`src/rtl/seq_alu.sv`:
```
// Registered ALU with stored Z/N/C/V flags, ripple-carry adder
// and a shift-add multiplier that takes WIDTH steps.
module seq_alu #(
  parameter int WIDTH = 8
) (
  input  logic             clk,
  input  logic             rst_n,
  input  logic             ena,
  input  logic             in_valid,
  output logic             in_ready,
  input  logic [WIDTH-1:0] a,
  input  logic [WIDTH-1:0] b,
  input  logic [2:0]       func,
  output logic [WIDTH-1:0] result,
  output logic [3:0]       flags,
  output logic             done
);

  localparam int CW = $clog2(WIDTH + 1);

  localparam logic [2:0] F_ADD = 3'd0;
  localparam logic [2:0] F_SUB = 3'd1;
  localparam logic [2:0] F_AND = 3'd2;
  localparam logic [2:0] F_OR  = 3'd3;
  localparam logic [2:0] F_XOR = 3'd4;
  localparam logic [2:0] F_PAS = 3'd5;
  localparam logic [2:0] F_ADC = 3'd6;
  localparam logic [2:0] F_MUL = 3'd7;

  typedef enum logic {IDLE, MUL_BUSY} state_t;

  state_t state_q, state_d;

  logic             accept;
  logic             mul_step;
  logic             mul_last;
  logic [CW-1:0]    cnt_q;
  logic [2*WIDTH-1:0] mcand_q;
  logic [2*WIDTH-1:0] acc_q;
  logic [2*WIDTH-1:0] acc_d;
  logic [WIDTH-1:0] mplier_q;
  logic [WIDTH-1:0] mul_hi;
  logic [WIDTH-1:0] res_q;
  logic [3:0]       flg_q;
  logic             done_q;

  logic [WIDTH-1:0] add_y;
  logic [WIDTH-1:0] add_s;
  logic [WIDTH:0]   cy;
  logic [WIDTH-1:0] alu_r;
  logic             alu_c;
  logic             alu_v;

  always_ff @(posedge clk or negedge rst_n) begin
    if (!rst_n) state_q <= IDLE;
    else        state_q <= state_d;
  end

  always_comb begin
    state_d = state_q;
    unique case (state_q)
      IDLE:     if (accept && func == F_MUL) state_d = MUL_BUSY;
      MUL_BUSY: if (mul_last) state_d = IDLE;
      default:  state_d = IDLE;
    endcase
  end

  always_comb begin
    in_ready = ena && (state_q == IDLE);
    accept   = in_ready && in_valid;
    mul_step = ena && (state_q == MUL_BUSY);
    mul_last = mul_step && (cnt_q == CW'(WIDTH - 1));
  end

  // One carry chain serves ADD, SUB (inverted b, cin=1) and ADC.
  always_comb begin
    add_y = (func == F_SUB) ? ~b : b;
    cy    = '0;
    cy[0] = (func == F_SUB) || ((func == F_ADC) && flg_q[1]);
    add_s = '0;
    for (int i = 0; i < WIDTH; i++) begin
      add_s[i]  = a[i] ^ add_y[i] ^ cy[i];
      cy[i+1]   = (a[i] & add_y[i]) | (cy[i] & (a[i] ^ add_y[i]));
    end
  end

  always_comb begin
    alu_r = add_s;
    alu_c = 1'b0;
    alu_v = 1'b0;
    unique case (func)
      F_ADD, F_SUB, F_ADC: begin
        alu_r = add_s;
        alu_c = cy[WIDTH];
        alu_v = cy[WIDTH] ^ cy[WIDTH-1];
      end
      F_AND:   alu_r = a & b;
      F_OR:    alu_r = a | b;
      F_XOR:   alu_r = a ^ b;
      F_PAS:   alu_r = a;
      default: alu_r = add_s;
    endcase
  end

  always_comb begin
    acc_d  = mplier_q[0] ? acc_q + mcand_q : acc_q;
    mul_hi = acc_d[2*WIDTH-1:WIDTH];
  end

  always_ff @(posedge clk or negedge rst_n) begin
    if (!rst_n) begin
      cnt_q    <= '0;
      mcand_q  <= '0;
      mplier_q <= '0;
      acc_q    <= '0;
      res_q    <= '0;
      flg_q    <= '0;
      done_q   <= 1'b0;
    end else begin
      done_q <= 1'b0;
      if (accept) begin
        if (func == F_MUL) begin
          mcand_q  <= {{WIDTH{1'b0}}, a};
          mplier_q <= b;
          acc_q    <= '0;
          cnt_q    <= '0;
        end else begin
          res_q  <= alu_r;
          flg_q  <= {alu_r == '0, alu_r[WIDTH-1], alu_c, alu_v};
          done_q <= 1'b1;
        end
      end else if (mul_step) begin
        acc_q    <= acc_d;
        mcand_q  <= mcand_q << 1;
        mplier_q <= mplier_q >> 1;
        cnt_q    <= cnt_q + CW'(1);
        if (mul_last) begin
          res_q  <= acc_d[WIDTH-1:0];
          flg_q  <= {acc_d[WIDTH-1:0] == '0, acc_d[WIDTH-1],
                     mul_hi != '0, mul_hi != '0};
          done_q <= 1'b1;
        end
      end
    end
  end

  assign result = res_q;
  assign flags  = flg_q;
  assign done   = done_q;

endmodule

```
`config.mk`:
```
export PLATFORM = sky130hd
export DESIGN_NAME = seq_alu
export DESIGN_NICKNAME = d
export VERILOG_FILES = /design/src/rtl/seq_alu.sv
export SDC_FILE = /design/constraint.sdc
export NUM_CORES = 1
export LEC_CHECK = 0
export ABC_AREA = 1
export CORE_MARGIN = 1.5
export CORE_UTILIZATION = 50
export CTS_CLUSTER_SIZE = 30
export DETAILED_ROUTE_END_ITERATION = 7
export PLACE_DENSITY_LB_ADDON = 0.08
export SYNTH_ARGS = -nofsm -noshare
export SYNTH_HDL_FRONTEND = slang
export SYNTH_SLANG_ARGS = --single-unit
```
`constraint.sdc`:
```
create_clock -name clk -period 3.7 [get_ports clk]
set_input_delay 0.37 -clock clk [delete_from_list [all_inputs] [get_ports clk]]
set_output_delay 0.37 -clock clk [all_outputs]
set_load 0.01 [all_outputs]
```
Word-level counts from Yosys, hierarchy flattened
Cells that the tools add are included.
- memory bits (read-only): 0
- RAM bits: 0
- output and inout bits: 14
- word-level logic and storage cells: 114
- bits in registers: 58
- latch bits: 0
- memories kept: 0
- $mul: 0
- muxes and demuxes: 32
- $add $sub $neg: 2
- div/mod/pow operators: 0
- $lt $le $gt $ge: 0
- equal/unequal tests: 10
- reduce and logical (&&, ||, !) cells: 16
- shifts and indexed selects: 0
- bitwise operators: 46
- operators by type and width (cell ; count):
    $mux W16 ; 7
    $mux W8 ; 8
    $pmux W8 S4 ; 1
    $mux W4 ; 7
    $xor A1 B1 Y1 ; 17
    $add A16 B16 Y16 ; 1
    $and A1 B1 Y1 ; 16
    $logic_not A8 Y1 ; 2
    $eq A3 B3 Y1 const B ; 4
    $and A8 B8 Y8 ; 1
    $mux W1 ; 8
    $not A8 Y8 ; 1
    $or A1 B1 Y1 ; 8
    $or A8 B8 Y8 ; 1
    $reduce_bool A8 Y1 ; 1
    $xor A8 B8 Y8 ; 1
    $eq A3 B2 Y1 const B ; 2
    $logic_and A1 B1 Y1 ; 6
    $add A4 B1 Y4 const B ; 1
    $eq A4 B3 Y1 const B ; 1
    $reduce_bool A2 Y1 ; 2
    $eq A3 B1 Y1 const B ; 1
    $logic_not A3 Y1 ; 1
    $reduce_and A3 Y1 ; 1
    7 further kinds ; 7

Depth between registers and ports, before layout
Gate-level depths: netlist of the first run.
- depth after elaboration: 23
- gate-level depth with buffers: 24
- mapped depth without buffers: 24

Worst setup path before layout of the first run
No wires, ideal clock.
- kind: input to register
- start point: input func[2]
- end point: register flg_q[3], in the netlist flags[3]
- library setup time: 0.071 ns
- data required time: 3.629 ns
- buffers on the path: 1
- stages: 23
- slack: -0.811 ns
- data arrival time: 4.439 ns
- path through: buf_4 -> nor3_2 -> xor2_1 -> fa_1 -> inv_1 -> fa_1 -> inv_1 -> fa_1 -> fa_1 -> inv_1 -> fa_1 -> inv_1 -> fa_1 -> inv_1 -> fa_1 -> fa_1 -> a21oi_1 -> nand2_1 -> nor2_1 -> nand3_1 -> nand2_1 -> nor2_1 -> nor2_1
- cells in the longest elaborated chain, start to end: 22
- elaborated cells between the ends (all ways): 53
- ends and longest elaborated chain (item ; line ; source):
    from (decl) ; 13 ; input logic [2:0] func,
    $eq A3 B1 Y1 / $eq A3 B3 Y1 (equally long branches) ; 77, 79 ;
    $mux W8 / $logic_and A1 B1 Y1 (equally long branches) ; 77, 79 ;
    $xor A1 B1 Y1 / $logic_or A1 B1 Y1 (equally long branches) ; 82, 83, 79 ;
    $and A1 B1 Y1 ; 83 ; cy[i+1] = (a[i] & add_y[i]) | (cy[i] & (a[i] ^ add_y[i]));
    $or A1 B1 Y1 ; 83 ;
    $and A1 B1 Y1 ; 83 ;
    $or A1 B1 Y1 ; 83 ;
    $and A1 B1 Y1 ; 83 ;
    [6 not listed] ; n/a ;
    $or A1 B1 Y1 ; 83 ;
    $and A1 B1 Y1 ; 83 ;
    $or A1 B1 Y1 ; 83 ;
    $xor A1 B1 Y1 ; 82 ; add_s[i] = a[i] ^ add_y[i] ^ cy[i];
    $pmux W8 S4 ; 91 ; unique case (func)
    $logic_not A8 Y1 ; 129 ; flg_q <= {alu_r == '0, alu_r[WIDTH-1], alu_c, alu_v};
    $mux W4 ; 122 ; if (func == F_MUL) begin
    $mux W4 ; 121 ; if (accept) begin
    to (signal assigned) ; 129 ;
    to (signal assigned) ; 139 ; flg_q <= {acc_d[WIDTH-1:0] == '0, acc_d[WIDTH-1],
    to (decl) ; 44 ; logic [3:0] flg_q;
Parallel ways exist; a longest one is shown, timed or not. The select of a mux whose other input is x is not followed.
A chain may end at the register's enable or synchronous reset.

Worst setup path after layout of the first run
Ends and elaborated chain as after synthesis.

==> results of run 1 <==
[registers in the layout, summed over array words and instances, names as in the netlist]
signal and cells:
acc_q 16, state_q 1, cnt_q 4, mcand_q 16, result 7, mplier_q 8, flags 4, done 1
[cells in the mapped netlist, drive strengths merged, types with 2 or more instances]
master / count / area (sq um)
o2111ai: 6 / 52.6
a31oi: 14 / 87.6
inv: 104 / 390
xnor2: 5 / 43.8
clkbuf: 7 / 26.3
dfrtp: 57 / 1430
o21ai: 27 / 135
nand2: 186 / 703
o22ai: 19 / 119
nand3: 26 / 143
fa: 9 / 180
buf: 12 / 66.3
o21a: 2 / 15.0
ha: 32 / 400
clkinv: 2 / 7.51
nor2: 55 / 223
o211ai: 2 / 15.0
or2: 3 / 18.8
a21oi: 19 / 95.1
xor2: 10 / 87.6
nor3: 8 / 50.1
[power by group]
part / switching (mW) / internal (mW)
sequential: 0.246 / 0.903
clock: 0.269 / 0.313
combinational: 1.28 / 0.906
[worst max-delay path, delay by kind of cell]
| kind | cells | cell delay, ps |
|---|---|---|
| compound gates | 1 | 150 |
| xor+xnor | 1 | 120 |
| fa+ha+maj | 8 | 2430 |
| buf+inv | 6 | 370 |
| simple gates | 7 | 650 |
[routing by layer]
layer | share of wire | vias up
met5 | 0 | -
met4 | 0.0090 | 0
met3 | 0.051 | 8
met2 | 0.44 | 114
met1 | 0.50 | 1937
li1 | - | 2064
[timing repair]
action	4_1_cts	5_1_grt
setup buffers	1	1
setup endpoints to repair	5	5
pin swaps	9	3
resized for setup	24	3
endpoints found under the hold margin	0	0
hold buffers	0	0
[cell families (layout without fill, tap and decap cells)]
family,count (synthesis),after routing,synth area share
flops,57,57,0.328
buf+inv,125,187,0.113
fa+ha+maj,41,41,0.133
xor+xnor,15,15,0.0302
compound gates,94,94,0.129
simple gates,282,282,0.268
[layout make-up]
cell class                      instances  area (sq um)
Tap cell                              105           131
Sequential cell                        57          1430
Fill cell                             731          3120
Timing Repair Buffer                   65           581
Clock inverter                          6          67.6
Clock buffer                           10           128
Multi-Input combinational cell        432          2480
Inverter                              106           400
[final timing paths]
path / start / to
max: func[2] / flags[3]
min: rst_n / acc_q[11]
max reg2reg: flags[1] / flags[3]
min reg2reg: mplier_q[7] / mplier_q[7]
max in group asynchronous: rst_n / done
min in group clk: mplier_q[7] / mplier_q[7]
[stage by stage]
step / area, sq um / cells
after floorplan: 4400 / 614
after global placement: 4980 / 763
after detailed placement: 4980 / 763
after CTS: 5200 / 780
after global routing: 5220 / 781
final: 5220 / 781
==> impl_results.md, run 1 <==
* Net count, final at 735
* Total via count after detailed routing at 4123
* # clock sinks at 57
* Clock tree from TritonCTS: yes
* Status: complete, but fails checks
* Largest incremental delay on the critical path at 440 ps
* Number of warnings reported in the yosys synthesis log at 0
* Relative area change from synthesis to final layout at 19.8%
* Synthesized area at 0.00435 sq mm
* Maximum number of pins on one net before global-route repair at 38
* Worst setup skew after layout at 12.1 ps
* Number of endpoints failing setup at the final stage at 1
* Maximum fanout count along the critical path at 3
* Count of standard-cell rows at 33
* Commonest non-fill, non-tap cell in the layout: sky130_fd_sc_hd__nand2_1
* # H-tree levels at 3
* Cell with the largest stage delay on the worst path: sky130_fd_sc_hd__fa_2
* Post-Route Setup TNS at -117 ps
* Clock period minus worst slack at 3820 ps
* Drt pass-1 iters at 5
* Most used flip-flop cell after synthesis: sky130_fd_sc_hd__dfrtp_1
* Area of the placeable core at 0.00834 sq mm
* Die area at 0.00928 sq mm
* Most frequent cells in the layout: 184 x sky130_fd_sc_hd__nand2_1, 94 x sky130_fd_sc_hd__inv_1, 57 x sky130_fd_sc_hd__dfrtp_1
* Layer carrying the most global-route usage: met1
* Routed wire length per instance at 14.1 um
* Worst Setup Slack post-DPL at -921 ps
* Starting Density at 0.522
* Hold Violations, Final at 0
* Post-route ant nets at 0
* Drc violations at 0
* Antenna diodes at 0
* Largest vdd supply drop at 0.431 mV
* Clock latency on the worst-skew pair at 330 ps
* Global-route met1 utilization at 0.382
* Mean number of vias per cell at 5.28
* IO buf count at 36
* Maximum clock frequency at 262 MHz
* Critical path arrival at 4080 ps
* Slack of the critical path at -117 ps
* Number of slew-limit violations in the final report at 0
* CP startpoint kind: input port
* Syn nets at 678
* Sort of element at the end of the critical path: register
* Routability cong. at 0.910
* Global route total overflow at 0
* Failing checks: negative setup slack
* Async set or reset register ratio after synthesis at 1.00
* Ratio of final minimum period to clock period at 1.03
* Die X-Extent at 96.3 um
* Worst R2R Setup Slack at -60 ps
* Slew HR at 0.450
* Ratio of cells with drive above 1 in the final layout at 0.117
* Total detailed-routing wirelength at 11000 um
* Seq/Total Area, Yosys at 0.328
* Via count of the first global-routing pass at 3749
* Total clock buffers created by CTS at 9
* Cell type with the highest occurrence count on the critical path: sky130_fd_sc_hd__fa_2
* Wire length of the first global-routing pass at 17900 um
* Vert. Die Dim at 96.3 um
* GRT Overall Usage at 0.255
* Smallest hold slack at 125 ps
* Max clock buf depth at 2
* Power Dens Cells at 751 mW/mm^2
* Transition at the pin with the smallest max-transition slack at 825 ps
* Met2 GRT Util at 0.381
* Post-route core utilization at 0.625
* Number of ports placed on the die boundary at 37
* Buffer type at the clock tree root: sky130_fd_sc_hd__clkbuf_8
* Number of synthesized flops with an enable pin at 0
* Yosys reg bits at 57
* HPWL reported at the end of detailed placement at 8570 um
* Count of cell types in the netlist at 37
* Total of max-cap violations at 0
* Gate count after technology mapping at 614
* Category of the critical setup timing path: in -> reg
* Reg2reg path depth at 21
* Met3 track demand over resource at 0.0419
* Synthesized area divided by synthesized cell count at 7.09 sq um
* Total power consumption of the routed design at 3.92 mW
* Critical path, cell by cell: buf_8 -> nor3_4 -> xor2_2 -> fa_2 -> inv_2 -> fa_2 -> inv_2 -> fa_2 -> fa_2 -> inv_2 -> fa_2 -> inv_2 -> fa_2 -> inv_2 -> fa_2 -> fa_2 -> a21oi_2 -> nand2_1 -> nor2_1 -> nand3_1 -> nand2_1 -> nor2_1 -> nor2_1
* P_leak at 2.71 nW
* Unrepaired setup endpoints after global routing: yes
* Worst min-delay path category: in -> async
* Antenna violations before repair at 0
* Clock edge transition at the registers on the reported setup and hold paths at 80 ps
* Critical path data required time at 3960 ps
* 1st-iter DRT viols at 211
Power figures use the tool's default switching activity.
==> inputs of run 2 (changes only) <==
- CORE_MARGIN: 1.5 -> 1
==> impl_results.md, run 2 (synthesis results as in run 1) <==
* Status: complete, but fails checks
* Failing checks: negative setup slack
* Relative area change from synthesis to final layout at 20.4%
* Max clock buf depth at 2
* Unrepaired setup endpoints after global routing: yes
* Slack of the critical path at -106 ps
* IO buf count at 36
* Antenna diodes at 0
* Worst Setup Slack post-DPL at -928 ps
* Switching power at 1.80 mW
* Worst min-delay path category: in -> async
* Area of the placeable core at 0.00834 sq mm
* 1st-iter DRT viols at 214
* Drt pass-1 iters at 5
* P_leak at 2.72 nW
* Maximum fanout count along the critical path at 2
* Net count, final at 735
* Via count of the first global-routing pass at 3787
* Routed wire length per instance at 14.2 um
* Net Sw Frac at 0.447
* Category of the critical setup timing path: reg -> reg
* Commonest non-fill, non-tap cell in the layout: sky130_fd_sc_hd__nand2_1
* Maximum clock frequency at 263 MHz
* Clock period minus worst slack at 3810 ps
* Total via count after detailed routing at 4104
* Gate power share at 0.547
* GRT Overall Usage at 0.267
* Fraction of power consumed by sequential logic at 0.286
* Clock edge transition at the registers on the reported setup and hold paths at 70 ps
* Critical path data required time at 3950 ps
* Sequential Area at 0.00143 sq mm
* Power Dens Cells at 766 mW/mm^2
* Worst R2R Setup Slack at -110 ps
* Drc violations at 0
* Ratio of final minimum period to clock period at 1.03
* Antenna violations before repair at 0
* Mean number of vias per cell at 5.26
* Total of max-cap violations at 0
* Critical path arrival at 4060 ps
* Internal portion of total power at 2.22 mW
* Largest vdd supply drop at 0.430 mV
* Sort of element at the end of the critical path: register
* Hold Buf Count CTS at 0
* Largest registers ranked by flip-flop count: acc_q: 16 flops, mcand_q: 16 flops, mplier_q: 8 flops
* Worst setup skew after layout at 12.4 ps
* Clock tree from TritonCTS: yes
* Placed cell count at 763
* HPWL reported at the end of detailed placement at 8650 um
* Post-route ant nets at 0
* Routability cong. at 0.874
* Die area at 0.00909 sq mm
* Maximum number of pins on one net before global-route repair at 33
* Number of ports placed on the die boundary at 37
* Die X-Extent at 95.3 um
* Global route total overflow at 0
* Post-route non-filler standard cell count at 780
* # clock sinks at 57
* Starting Density at 0.522
* Routed met1 length at 5560 um
* Clock latency on the worst-skew pair at 330 ps
* Ratio of cells with drive above 1 in the final layout at 0.119
* Number of endpoints failing setup at the final stage at 2
* # H-tree levels at 3
* Wire length of the first global-routing pass at 18300 um
* Most frequent cells in the layout: 184 x sky130_fd_sc_hd__nand2_1, 94 x sky130_fd_sc_hd__inv_1, 57 x sky130_fd_sc_hd__dfrtp_1
* CP startpoint kind: register
* Buffer type at the clock tree root: sky130_fd_sc_hd__clkbuf_8
* Part of the total power dissipated in the clock network at 0.167
* Count of standard-cell rows at 33
* Slew HR at 0.522
* Highest routing layer actually used: met4
* Number of slew-limit violations in the final report at 0
* Count of fill cells added during filler insertion at 797
* Total clock buffers created by CTS at 9
* Transition at the pin with the smallest max-transition slack at 717 ps
* Multi-input logic area at 0.00248 sq mm
* Vert. Die Dim at 95.3 um
* Detail Route met3 WL at 431 um
* Met2 Routed Length at 4970 um
* Hold Violations, Final at 0
* Total detailed-routing wirelength at 11100 um
run 2: worst max-delay path: stages (launching register included):
cell and delay (ps):
sky130_fd_sc_hd__dfrtp_1 390, sky130_fd_sc_hd__a21oi_1 220, sky130_fd_sc_hd__fa_2 230, sky130_fd_sc_hd__inv_2 30
sky130_fd_sc_hd__fa_2 320, sky130_fd_sc_hd__inv_2 60, sky130_fd_sc_hd__fa_2 190, sky130_fd_sc_hd__fa_2 190
sky130_fd_sc_hd__inv_2 40, sky130_fd_sc_hd__fa_2 320, sky130_fd_sc_hd__inv_2 60, sky130_fd_sc_hd__fa_2 200
sky130_fd_sc_hd__inv_2 40, sky130_fd_sc_hd__fa_2 380, sky130_fd_sc_hd__fa_2 580, sky130_fd_sc_hd__a21oi_2 60
sky130_fd_sc_hd__buf_4 140, sky130_fd_sc_hd__o21a_1 160, sky130_fd_sc_hd__a21oi_1 110
run 2: metrics by stage:
stage | setup TNS [ps] | area (sq um) | power, mW | utilization | hold WS (ps)
2_1_floorplan | -1640 | 4400 | 2.67 | - | 74.4
3_3_place_gp | -3650 | 4980 | 3.26 | 0.597 | 414
3_5_place_dp | -4200 | 4980 | 3.32 | 0.597 | 415
4_1_cts | -173 | 5240 | 4.01 | 0.628 | 56.2
5_1_grt | -649 | 5240 | 4.41 | 0.629 | 88.7
6_report | -199 | 5240 | 4.02 | 0.629 | 43.4
run 2: path summary, 6_finish.rpt:
kind | depth (start not counted) | start | endpoint
max in group asynchronous | 2 | rst_n | flags[0]
min in group clk | 2 | mplier_q[7] | mplier_q[7]
hold / removal | 1 | rst_n | acc_q[11]
setup reg to reg | 18 | flags[1] | flags[2]
hold reg to reg | 2 | mplier_q[7] | mplier_q[7]
setup / recovery | 18 | flags[1] | flags[2]
run 2: power by group through the flow:
stage / clock (mW) / sequential, mW / combinational, mW
2_1_floorplan: 0 / 1.09 / 1.59
3_3_place_gp: 0 / 1.14 / 2.12
3_5_place_dp: 0 / 1.15 / 2.16
4_1_cts: 0.679 / 1.14 / 2.19
5_1_grt: 0.707 / 1.18 / 2.52
6_report: 0.669 / 1.15 / 2.20
run 2: metal layers:
layer	GRT usage	vias up
li1	-	2062
met1	0.398	1948
met2	0.407	84
met3	0.0399	10
met4	0.0606	0
met5	0	-
run 2: what timing repair did:
item / CTS / global route
buffers inserted: 2 / 0
cloned: 0 / 0
endpoints found under the setup margin: 5 / 4
pin swaps: 11 / 6
resized for setup: 26 / 1
hold endpoints to repair: 0 / 0
run 2: layout make-up:
type / instances / share of cell area
clock inverter: 4 / 0.0146
tap: 105 / 0.0251
clock buffer: 11 / 0.0289
multi-input combinational: 432 / 0.474
sequential: 57 / 0.272
timing repair buffer: 65 / 0.109
inverter: 106 / 0.0764
